$ cat src/rtl/camera_pixel_capture_pkg.sv
// Shared types and cam_word layout for the camera pixel capture block.
// The field offsets are also consumed by the software header generator.
package camera_pkg;

  typedef enum logic [2:0] {
    ST_IDLE       = 3'd0,
    ST_WAIT_FRAME = 3'd1,
    ST_LINE_WAIT  = 3'd2,
    ST_HI_BYTE    = 3'd3,
    ST_LO_BYTE    = 3'd4
  } state_t;

  localparam int CAM_WORD_W = 26;
  localparam int PIX_W      = 16;
  localparam int SEQ_W      = 8;

  // cam_word = {frame_seq[7:0], err, valid, pixel[15:0]}
  localparam int PIX_LSB    = 0;
  localparam int VALID_BIT  = 16;
  localparam int ERR_BIT    = 17;
  localparam int SEQ_LSB    = 18;

  function automatic logic [CAM_WORD_W-1:0] pack_cam_word(
    input logic [SEQ_W-1:0] seq,
    input logic             err,
    input logic             valid,
    input logic [PIX_W-1:0] pix
  );
    logic [CAM_WORD_W-1:0] w_word;
    w_word                     = '0;
    w_word[SEQ_LSB +: SEQ_W]   = seq;
    w_word[ERR_BIT]            = err;
    w_word[VALID_BIT]          = valid;
    w_word[PIX_LSB +: PIX_W]   = pix;
    return w_word;
  endfunction

endpackage

$ cat src/rtl/camera_pixel_capture_if.sv
// Raw OV7670-style parallel camera bus (PCLK/VSYNC/HREF/D).
interface camera_pixel_capture_if;
  logic       pclk;
  logic       vsync;
  logic       href;
  logic [7:0] d;

  modport master (output pclk, vsync, href, d);
  modport slave  (input  pclk, vsync, href, d);
endinterface

$ cat src/rtl/camera_pixel_capture_sync.sv
// N-stage synchroniser bringing the camera bus into the clk domain.
// pclk, vsync, href and d travel through the same stages so a detected
// pclk rise always lines up with the d/href sampled alongside it.
module cam_input_sync #(
  parameter int SYNC_STAGES = 2
) (
  input  logic       clk,
  input  logic       reset_n,
  input  logic       i_pclk,
  input  logic       i_vsync,
  input  logic       i_href,
  input  logic [7:0] i_d,
  output logic       o_vsync,
  output logic       o_href,
  output logic [7:0] o_d,
  output logic       o_pclk_rise
);

  localparam int BUS_W = 11;

  logic [BUS_W-1:0] r_stage [SYNC_STAGES];
  logic             r_pclk_last;
  logic [BUS_W-1:0] w_synced;

  assign w_synced    = r_stage[SYNC_STAGES-1];
  assign o_vsync     = w_synced[9];
  assign o_href      = w_synced[8];
  assign o_d         = w_synced[7:0];
  assign o_pclk_rise = w_synced[10] & ~r_pclk_last;

  // Shift the raw bus through the synchroniser chain and keep one more pclk sample for edge detect.
  always_ff @(posedge clk or negedge reset_n) begin
    if (!reset_n) begin
      for (int i = 0; i < SYNC_STAGES; i++) begin
        r_stage[i] <= '0;
      end
      r_pclk_last <= 1'b0;
    end else begin
      r_stage[0] <= {i_pclk, i_vsync, i_href, i_d};
      for (int i = 1; i < SYNC_STAGES; i++) begin
        r_stage[i] <= r_stage[i-1];
      end
      r_pclk_last <= w_synced[10];
    end
  end

endmodule

$ cat src/rtl/camera_pixel_capture.sv
// Camera pixel capture: tracks x/y through an RGB565 frame, grabs the pixel at
// (SAMPLE_X, SAMPLE_Y) and publishes {seq, err, valid, pixel} once per frame.
module camera_pixel_capture
  import camera_pkg::*;
#(
  parameter int SAMPLE_X    = 160,
  parameter int SAMPLE_Y    = 120,
  parameter int H_MAX       = 640,
  parameter int V_MAX       = 480,
  parameter int SYNC_STAGES = 2
) (
  input  logic                   clk,
  input  logic                   reset_n,
  input  logic                   capture_en,
  camera_pixel_capture_if.slave  cam,
  output logic [CAM_WORD_W-1:0]  cam_word,
  output logic                   frame_done
);

  localparam int XW = $clog2(H_MAX + 1);
  localparam int YW = $clog2(V_MAX + 1);

  logic                  w_vsync, w_href, w_pclk_rise;
  logic [7:0]            w_d;
  logic                  w_vsync_rise, w_vsync_fall, w_href_fall, w_byte_ok;
  logic [PIX_W-1:0]      w_pixel;

  state_t                r_state, w_state_nxt;
  logic [XW-1:0]         r_x, w_x_nxt;
  logic [YW-1:0]         r_y, w_y_nxt;
  logic [7:0]            r_hi, w_hi_nxt;
  logic [PIX_W-1:0]      r_pix, w_pix_nxt;
  logic                  r_err, w_err_nxt;
  logic                  r_hit, w_hit_nxt;
  logic [SEQ_W-1:0]      r_seq, w_seq_nxt;
  logic [CAM_WORD_W-1:0] r_word, w_word_nxt;
  logic                  r_done, w_done_nxt;
  logic                  r_vsync_prev, r_href_prev;

  cam_input_sync #(.SYNC_STAGES(SYNC_STAGES)) u_sync (
    .clk         (clk),
    .reset_n     (reset_n),
    .i_pclk      (cam.pclk),
    .i_vsync     (cam.vsync),
    .i_href      (cam.href),
    .i_d         (cam.d),
    .o_vsync     (w_vsync),
    .o_href      (w_href),
    .o_d         (w_d),
    .o_pclk_rise (w_pclk_rise)
  );

  assign w_vsync_rise = w_vsync & ~r_vsync_prev;
  assign w_vsync_fall = ~w_vsync & r_vsync_prev;
  assign w_href_fall  = ~w_href & r_href_prev;
  assign w_byte_ok    = w_pclk_rise & w_href;
  assign w_pixel      = {r_hi, w_d};

  assign cam_word     = r_word;
  assign frame_done   = r_done;

  // FSM state register.
  always_ff @(posedge clk or negedge reset_n) begin
    if (!reset_n) begin
      r_state <= ST_IDLE;
    end else begin
      r_state <= w_state_nxt;
    end
  end

  // Next-state and datapath decode; href fall outranks a coincident pclk rise so that byte is dropped.
  always_comb begin
    w_state_nxt = r_state;
    w_x_nxt     = r_x;
    w_y_nxt     = r_y;
    w_hi_nxt    = r_hi;
    w_pix_nxt   = r_pix;
    w_err_nxt   = r_err;
    w_hit_nxt   = r_hit;
    w_seq_nxt   = r_seq;
    w_word_nxt  = r_word;
    w_done_nxt  = 1'b0;
    case (r_state)
      ST_IDLE: begin
        if (capture_en && w_vsync) begin
          w_state_nxt = ST_WAIT_FRAME;
        end else begin
          w_state_nxt = ST_IDLE;
        end
      end
      ST_WAIT_FRAME: begin
        if (!capture_en) begin
          w_state_nxt = ST_IDLE;
        end else if (w_vsync_fall) begin
          w_x_nxt     = '0;
          w_y_nxt     = '0;
          w_err_nxt   = 1'b0;
          w_hit_nxt   = 1'b0;
          w_state_nxt = ST_LINE_WAIT;
        end else begin
          w_state_nxt = ST_WAIT_FRAME;
        end
      end
      ST_LINE_WAIT, ST_HI_BYTE, ST_LO_BYTE: begin
        if (w_vsync_rise) begin
          w_seq_nxt  = r_seq + SEQ_W'(1);
          w_word_nxt = pack_cam_word(w_seq_nxt, r_err, r_hit, r_hit ? r_pix : {PIX_W{1'b0}});
          w_done_nxt = 1'b1;
          if (capture_en) begin
            w_state_nxt = ST_WAIT_FRAME;
          end else begin
            w_state_nxt = ST_IDLE;
          end
        end else if (!capture_en) begin
          w_state_nxt = ST_IDLE;
        end else if (w_href_fall && (r_state != ST_LINE_WAIT)) begin
          if (r_y < YW'(V_MAX)) begin
            w_y_nxt = r_y + YW'(1);
          end else begin
            w_y_nxt = r_y;
          end
          w_err_nxt   = r_err | (r_y >= YW'(V_MAX)) | (r_state == ST_LO_BYTE);
          w_x_nxt     = '0;
          w_state_nxt = ST_LINE_WAIT;
        end else if (w_byte_ok) begin
          if (r_state == ST_LO_BYTE) begin
            if ((r_x == XW'(SAMPLE_X)) && (r_y == YW'(SAMPLE_Y))) begin
              w_pix_nxt = w_pixel;
              w_hit_nxt = 1'b1;
            end else begin
              w_pix_nxt = r_pix;
            end
            if (r_x < XW'(H_MAX)) begin
              w_x_nxt = r_x + XW'(1);
            end else begin
              w_x_nxt = r_x;
            end
            w_err_nxt   = r_err | (r_x >= XW'(H_MAX));
            w_state_nxt = ST_HI_BYTE;
          end else begin
            w_hi_nxt    = w_d;
            w_state_nxt = ST_LO_BYTE;
          end
        end else begin
          w_state_nxt = r_state;
        end
      end
      default: begin
        w_state_nxt = ST_IDLE;
      end
    endcase
  end

  // Datapath registers: counters, captured pixel, flags, output word and edge-detect history.
  always_ff @(posedge clk or negedge reset_n) begin
    if (!reset_n) begin
      r_x          <= '0;
      r_y          <= '0;
      r_hi         <= 8'h00;
      r_pix        <= '0;
      r_err        <= 1'b0;
      r_hit        <= 1'b0;
      r_seq        <= '0;
      r_word       <= '0;
      r_done       <= 1'b0;
      r_vsync_prev <= 1'b0;
      r_href_prev  <= 1'b0;
    end else begin
      r_x          <= w_x_nxt;
      r_y          <= w_y_nxt;
      r_hi         <= w_hi_nxt;
      r_pix        <= w_pix_nxt;
      r_err        <= w_err_nxt;
      r_hit        <= w_hit_nxt;
      r_seq        <= w_seq_nxt;
      r_word       <= w_word_nxt;
      r_done       <= w_done_nxt;
      r_vsync_prev <= w_vsync;
      r_href_prev  <= w_href;
    end
  end

endmodule

$ cat src/flat_wrapper.sv
// flat-port wrapper written by rule: the top's interface ports become plain ports
module camera_pixel_capture_flat import camera_pkg::*;
#(
  parameter int SAMPLE_X    = 160,
  parameter int SAMPLE_Y    = 120,
  parameter int H_MAX       = 640,
  parameter int V_MAX       = 480,
  parameter int SYNC_STAGES = 2
)
  (clk, reset_n, capture_en, cam_word, frame_done, cam_pclk, cam_vsync, cam_href, cam_d);
  camera_pixel_capture_if cam_i ();
  input  logic clk;
  input  logic reset_n;
  input  logic capture_en;
  output logic [CAM_WORD_W-1:0] cam_word;
  output logic frame_done;
  input wire logic [$bits(cam_i.pclk)-1:0] cam_pclk;
  input wire logic [$bits(cam_i.vsync)-1:0] cam_vsync;
  input wire logic [$bits(cam_i.href)-1:0] cam_href;
  input wire logic [$bits(cam_i.d)-1:0] cam_d;
  assign cam_i.pclk = cam_pclk;
  assign cam_i.vsync = cam_vsync;
  assign cam_i.href = cam_href;
  assign cam_i.d = cam_d;
  camera_pixel_capture #(.SAMPLE_X(SAMPLE_X), .SAMPLE_Y(SAMPLE_Y), .H_MAX(H_MAX), .V_MAX(V_MAX), .SYNC_STAGES(SYNC_STAGES)) u_core (.clk(clk), .reset_n(reset_n), .capture_en(capture_en), .cam(cam_i), .cam_word(cam_word), .frame_done(frame_done));
endmodule
$ cat config.mk
export PLATFORM = sky130hd
export DESIGN_NAME = camera_pixel_capture_flat
export DESIGN_NICKNAME = d
export VERILOG_FILES = /design/src/rtl/camera_pixel_capture_pkg.sv /design/src/rtl/camera_pixel_capture_if.sv /design/src/rtl/camera_pixel_capture_sync.sv /design/src/rtl/camera_pixel_capture.sv /design/src/flat_wrapper.sv
export SDC_FILE = /design/constraint.sdc
export NUM_CORES = 1
export LEC_CHECK = 0
export CAP_MARGIN = 10
export CELL_PAD_IN_SITES_DETAIL_PLACEMENT = 1
export CELL_PAD_IN_SITES_GLOBAL_PLACEMENT = 2
export CORE_AREA = 5 5 142 110
export DETAILED_ROUTE_END_ITERATION = 16
export DIE_AREA = 0 0 147 115
export GPL_TIMING_DRIVEN = 0
export PLACE_DENSITY = 0.73
export SLEW_MARGIN = 20
export SYNTH_ARGS = -nofsm -noshare
export SYNTH_HDL_FRONTEND = slang
export SYNTH_SLANG_ARGS = --single-unit
$ cat constraint.sdc
create_clock -name clk -period 2.5 [get_ports clk]
set_clock_uncertainty 0.1 [all_clocks]
set_input_delay 0.25 -clock clk [delete_from_list [all_inputs] [get_ports clk]]
set_output_delay 0.25 -clock clk [all_outputs]
set_load 0.1 [all_outputs]
==> metrics.md, run 1 <==
| Metric | Value |
|---|---|
| Initial Util | `29.47%` |
| #FFs+latches synth | `100` |
| Routed via count divided by cell count | `4.847` |
| Crit path DAT | `2.56 ns` |
| Sequential fraction of the synthesis area | `60.13%` |
| Layout fillers | `1,553` |
| Initial antenna violation count | `0` |
| Leakage | `2.317 nW` |
| Fin Setup TNS | `0 ns` |
| Slew headroom | `33.90%` |
| Routed length per instance | `15.73 um` |
| Vias | `2,918` |
| CTS Root Cell | `clkbuf_16` |
| DRT Wirelength | `9.471 mm` |
| Clk buf depth | `2` |
| GP Congestion | `0.7838` |
| Post-route ant nets | `0` |
| Die X | `147 um` |
| Worst Setup Path Type | `flop to flop` |
| Drt initial violations | `175` |
| Hold Crit Class | `primary input to asynchronous set/reset pin` |
| CP startpoint | `u_core.r_state[1]` |
| Die H | `115 um` |
| Top FF cell, synth | `dfrtp_1` |
| Final Hold Vio Count | `0` |
| Max Slew Vio Count | `0` |
| Most common cell after layout, fill and taps aside | `dfrtp_1` |
| Most frequent cells in the layout | `100 x dfrtp_1, 58 x nand2_1, 39 x clkdlybuf4s50_1` |
| Final setup viols | `0` |
| Worst Setup End Kind | `flop` |
| Vias in the first global route | `3,170` |
| Placed Cells | `580` |
| Port bufs | `40` |
| Total number of yosys warnings | `0` |
| Total GRT Usage | `12.10%` |
| Synth Net Count | `378` |
| WP data required | `2.63 ns` |
| Die area | `16,910 um2` |
| Pin count of the biggest net entering global routing | `81` |
| HPWL after DPL | `6.667 mm` |
| Cts bufs inserted | `9` |
| First-pass GRT wire length | `16.49 mm` |
| Layout Cells excl Fill | `602` |
| Synth unique cells | `46` |
| Fmax | `412.8 MHz` |
| Critical Path Source Type | `flop` |
| Ant diodes | `0` |
| EDFF count, synth | `0` |
| Multi-input gate area | `1556 um2` |
| Synthesized area per cell | `11.59 um2` |
| Drt pass-1 iters | `4` |
| Ys async rst share | `100.0%` |
| DRC | `0` |
| Remaining Overflow, GRT | `0` |
| CTS Sinks | `100` |
| CTS tree | `built` |
| Share of cells above drive strength 1 | `15.40%` |
| Minimum clock period after layout | `2.423 ns` |
| Max IR drop VDD | `0.0003343 V` |
| Floorplan core area | `14,120 um2` |
| Sequential cell area | `2502 um2` |
| NumNets Final | `436` |
| Status | `finished clean` |
| Final worst slack | `0.07748 ns` |
| I/O pin count | `41` |
| Worst Max-Slew Pin Slew | `0.9884 ns` |
| Crit Path Max Fanout | `10` |
| H-tree level count | `3` |
| Site row count | `38` |
| Period utilization | `96.90%` |
| Clock Pin Slew Worst Setup and Hold Paths | `0.08 ns` |
| Max Cap Viol | `0` |
| Reg-to-Reg Start | `u_core.r_state[1]` |
| Power per Cell Area | `669.2 nW/um2` |
| Worst skew pair latency | `0.36 ns` |
| Worst Setup Slack post-DPL | `-0.1916 ns` |
| Post-Synthesis Cells | `359` |
| Synth Cell Area | `4161 um2` |
| Synthesis-to-layout area growth | `25.14%` |
==> through the flow <==
stage	util [%]	hold slack [ns]	area (um2)	power, mW
after global routing	36.88	0.2086	5207	3.659
after detailed placement	34.10	0.02264	4816	2.087
after CTS	36.60	0.2134	5169	3.542
after floorplan	-	-0.1456	4161	1.954
final	36.88	0.2150	5207	3.485
after global placement	33.90	0.2315	4787	2.074
==> sequential cells by signal (all words and copies together) (netlist names) <==
signal / count
u_core.r_vsync_prev: 1
u_core.r_state: 3
u_core.u_sync.w_synced: 11
u_core.u_sync.r_pclk_last: 1
u_core.cam_word: 26
u_core.r_href_prev: 1
u_core.r_x: 10
u_core.r_y: 9
u_core.frame_done: 1
u_core.r_hit: 1
u_core.u_sync.r_stage: 11
u_core.r_err: 1
u_core.r_hi: 8
u_core.r_pix: 16
==> logic make-up after synthesis <==
group,share of synthesized area [%]
xor+xnor,1.473
compound gates,10.43
flops,60.13
buf+inv,3.097
simple gates,15.42
mux,7.937
fa+ha+maj,1.503
==> routing by layer <==
| layer | global-route usage, % | up-vias | share of wire [%] |
|---|---|---|---|
| met2 | 18.78 | 41 | 45 |
| met1 | 17.05 | 1478 | 51 |
| met3 | 2.837 | 8 | 3.1 |
| li1 | - | 1391 | - |
| met5 | 0 | - | 0 |
| met4 | 3.538 | 0 | 1.4 |
==> final timing paths <==
check | endpoint | slack [ns] | cells after the start
max | u_core.r_pix[11] | 0.08 | 5
min | u_core.r_state[0] | 0.21 | 2
max reg2reg | u_core.r_pix[11] | 0.08 | 5
min reg2reg | u_core.u_sync.w_synced[8] | 0.25 | 0
max in group asynchronous | u_core.cam_word[25] | 1.43 | 3
min in group clk | u_core.u_sync.r_stage[13] | 0.23 | 1
==> area by class of cell <==
cell class	count	area share, %
clock buffers	9	4.325
multi-input cells	234	29.89
clock inverters	7	1.706
repair buffers	48	9.298
flip-flops and latches	100	48.05
plain buffers	14	1.682
inverters	10	0.7208
well taps	180	4.325
==> power by group <==
part	switching, mW	internal [mW]
combinational	0.206	0.110
sequential	0.0605	1.68
clock	0.707	0.721
==> Yosys cell counts, types with 2 or more instances <==
cell type | number | area share (%)
dfrtp_1 | 100 | 60
nand2_1 | 58 | 5.2
o21ai_0 | 27 | 3.2
a31oi_1 | 16 | 2.4
mux2_2 | 16 | 4.3
a21oi_1 | 14 | 1.7
nor2_1 | 13 | 1.2
clkbuf_1 | 11 | 0.99
inv_1 | 10 | 0.90
mux2_4 | 10 | 3.6
nand3_1 | 8 | 0.96
nand4_1 | 8 | 1.2
xnor2_1 | 6 | 1.3
ha_1 | 5 | 1.5
nor3_1 | 5 | 0.60
and3_1 | 4 | 0.60
nand2b_1 | 4 | 0.60
a22o_1 | 3 | 0.63
a41oi_1 | 3 | 0.63
nor2b_1 | 3 | 0.45
nor4b_1 | 3 | 0.63
and2_1 | 2 | 0.30
and3b_1 | 2 | 0.42
buf_6 | 2 | 0.54
nand3b_1 | 2 | 0.36
nor4_1 | 2 | 0.30
o21a_1 | 2 | 0.36
o22ai_1 | 2 | 0.30
==> worst max-delay path, stage by stage, from the launching register on <==
cell and delay (ns):
dfrtp_1 0.49, or3b_4 0.43, or4_4 0.56, nand2b_4 0.23, buf_12 0.19, mux2_4 0.29
==> timing repair <==
item	CTS	global route
hold endpoints to repair	20	0
hold buffers	1	0
resized for setup	4	8
setup buffers	2	4
pin swaps	0	2
setup endpoints to repair	41	38
No activity file was read; power rests on OpenSTA's default activity.
==> run 2, diff against run 1 <==
--- a/config.mk
+++ b/config.mk
@@ -12,7 +12,9 @@
 export DETAILED_ROUTE_END_ITERATION = 16
 export DIE_AREA = 0 0 147 115
 export GPL_TIMING_DRIVEN = 0
+export HOLD_SLACK_MARGIN = 0.03
 export PLACE_DENSITY = 0.73
+export SKIP_CTS_REPAIR_TIMING = 1
 export SLEW_MARGIN = 20
 export SYNTH_ARGS = -nofsm -noshare
 export SYNTH_HDL_FRONTEND = slang
==> run 2 against run 1 <==
  * Non-clock buffer count down 4
  * Flip-flop and latch count unchanged
  * Fmax shrank 0.11%
  * Total power about the same
  * Register-to-register slack hardly changed
  * Largest cell class unchanged
  * First-iteration DRC count is 4.0% lower
  * Design area decreased by 0.43%
  * Highest routed layer unchanged
  * Global-route usage fell by 0.051 points
  * Worst setup slack worse by 0.0028 ns
==> metrics.md, run 2 (synthesis results as in run 1) <==
| Metric | Value |
|---|---|
| Status | `finished clean` |
| Clock power frac | `41.0%` |
| Clock Pin Slew Worst Setup and Hold Paths | `0.08 ns` |
| Met1 usage | `16.95%` |
| CTS tree | `built` |
| I/O pin count | `41` |
| Max FFs per register | `26` |
| Initial Util | `29.47%` |
| GP Congestion | `0.7838` |
| Drt initial violations | `168` |
| Die H | `115 um` |
| Clk buf depth | `2` |
| H-tree level count | `3` |
| Most common cell after layout, fill and taps aside | `dfrtp_1` |
| Synthesis-to-layout area growth | `24.59%` |
| Die area | `16,910 um2` |
| Final setup viols | `0` |
| Worst Setup Path Type | `flop to flop` |
| Crit path DAT | `2.56 ns` |
| Gr busiest metal | `met2` |
| R2R Setup Slk | `0.07 ns` |
| Minimum clock period after layout | `2.425 ns` |
| Slew headroom | `33.90%` |
| Drt pass-1 iters | `4` |
| Worst Max-Slew Pin Slew | `0.9884 ns` |
| Worst r2r dst | `u_core.r_pix[11]` |
| Reg-to-Reg Start | `u_core.r_state[0]` |
| Seq pwr share | `50.0%` |
| Combinational Power Share | `9.0%` |
| Die X | `147 um` |
| CTS Sinks | `100` |
| Switching power | `0.9724 mW` |
| Period utilization | `97.01%` |
| Max Cap Viol | `0` |
| Cts bufs inserted | `9` |
| Port bufs | `40` |
| Worst Setup End Kind | `flop` |
| DRT Wirelength | `9.479 mm` |
| Vias | `2,917` |
| Final worst slack | `0.07470 ns` |
| Worst skew pair latency | `0.35 ns` |
| Switching share of total power | `27.93%` |
| Max Slew Vio Count | `0` |
| DRC | `0` |
| NumNets Final | `432` |
| Critical Path Source Type | `flop` |
| Placed Cells | `580` |
| CTS Root Cell | `clkbuf_16` |
| Most frequent cells in the layout | `99 x dfrtp_1, 58 x nand2_1, 39 x clkdlybuf4s50_1` |
| Site row count | `38` |
| Remaining Overflow, GRT | `0` |
| Hold Crit Class | `primary input to asynchronous set/reset pin` |
| Worst Setup Slack post-DPL | `-0.1916 ns` |
| Cell-internal power | `2.509 mW` |
| Routed length per instance | `15.85 um` |
| Crit Path Max Fanout | `10` |
| Total power | `3.482 mW` |
| Total GRT Usage | `12.05%` |
| Ant diodes | `0` |
| Leakage | `2.292 nW` |
| WP data required | `2.63 ns` |
| Post-route ant nets | `0` |
| Max IR drop VDD | `0.0003396 V` |
| Routed via count divided by cell count | `4.878` |
| M2 GR Usage | `18.72%` |
| Power per Cell Area | `671.5 nW/um2` |
| HPWL after DPL | `6.667 mm` |
| Vias in the first global route | `3,153` |
| Pin count of the biggest net entering global routing | `81` |
| R2R depth | `6` |
| Layout Cells excl Fill | `598` |
| Final Hold Vio Count | `0` |
| First-pass GRT wire length | `16.42 mm` |
| Fmax | `412.3 MHz` |
| Met3 global-route usage | `2.837%` |
| Initial antenna violation count | `0` |
| Floorplan core area | `14,120 um2` |
| Share of cells above drive strength 1 | `14.83%` |
[run 2: cell count changes in the layout (fill, tap and decap cells not counted), sizes merged]
| cell | change |
|---|---|
| buf | -4 |
[run 2: how the worst max path moves through the flow]
stage                            from                   to  slack, ns  cells after the start
CTS                 u_core.r_state[0]        u_core.r_x[9]      -0.22                      7
global placement              reset_n  u_core.cam_word[20]      -2.87                      1
finish              u_core.r_state[0]     u_core.r_pix[11]       0.07                      6
detailed placement  u_core.r_state[0]        u_core.r_x[9]      -0.19                      7
global route            u_core.r_x[4]      u_core.r_pix[5]     -0.009                      7
floorplan           u_core.r_state[0]     u_core.r_pix[10]       0.14                      7
[run 2: power groups by stage]
stage / Combinational [mW] / Sequential (mW) / Clock, mW
floorplan: 0.108 / 1.85 / 0
global placement: 0.303 / 1.77 / 0
detailed placement: 0.314 / 1.77 / 0
CTS: 0.315 / 1.74 / 1.48
global route: 0.345 / 1.75 / 1.56
finish: 0.314 / 1.74 / 1.43
[run 2: metrics by stage]
step                cell area (um2)  util [%]  setup TNS (ns)  hold WS (ns)
floorplan                      4161         -               0       -0.1456
global placement               4787     33.90         -290.06        0.2315
detailed placement             4816     34.10          -3.328       0.02264
CTS                            5130     36.33          -3.809       -0.3619
global route                   5185     36.72        -0.02824        0.2086
finish                         5185     36.72               0        0.2132
[run 2: area by class of cell]
type / instances / area [um2]
Buffer: 14 / 87.58
Clock buffer: 9 / 225.2
Clock inverter: 7 / 88.84
Fill cell: 1542 / 8936
Inverter: 10 / 37.54
Multi-Input combinational cell: 234 / 1563
Sequential cell: 100 / 2504
Tap cell: 180 / 225.2
Timing Repair Buffer: 44 / 454.2
[run 2: critical path: stages (launching register included)]
cell and delay (ns):
dfrtp_1 0.38, buf_6 0.14, or3b_4 0.41, or4_4 0.56, nand2b_4 0.23, buf_12 0.19
mux2_4 0.29
[run 2: metal layers]
metal | part of all wire (%) | up-vias
met3 | 3.3 | 8
met2 | 45 | 44
met1 | 51 | 1484
li1 | - | 1381
met4 | 1.4 | 0
met5 | 0 | -
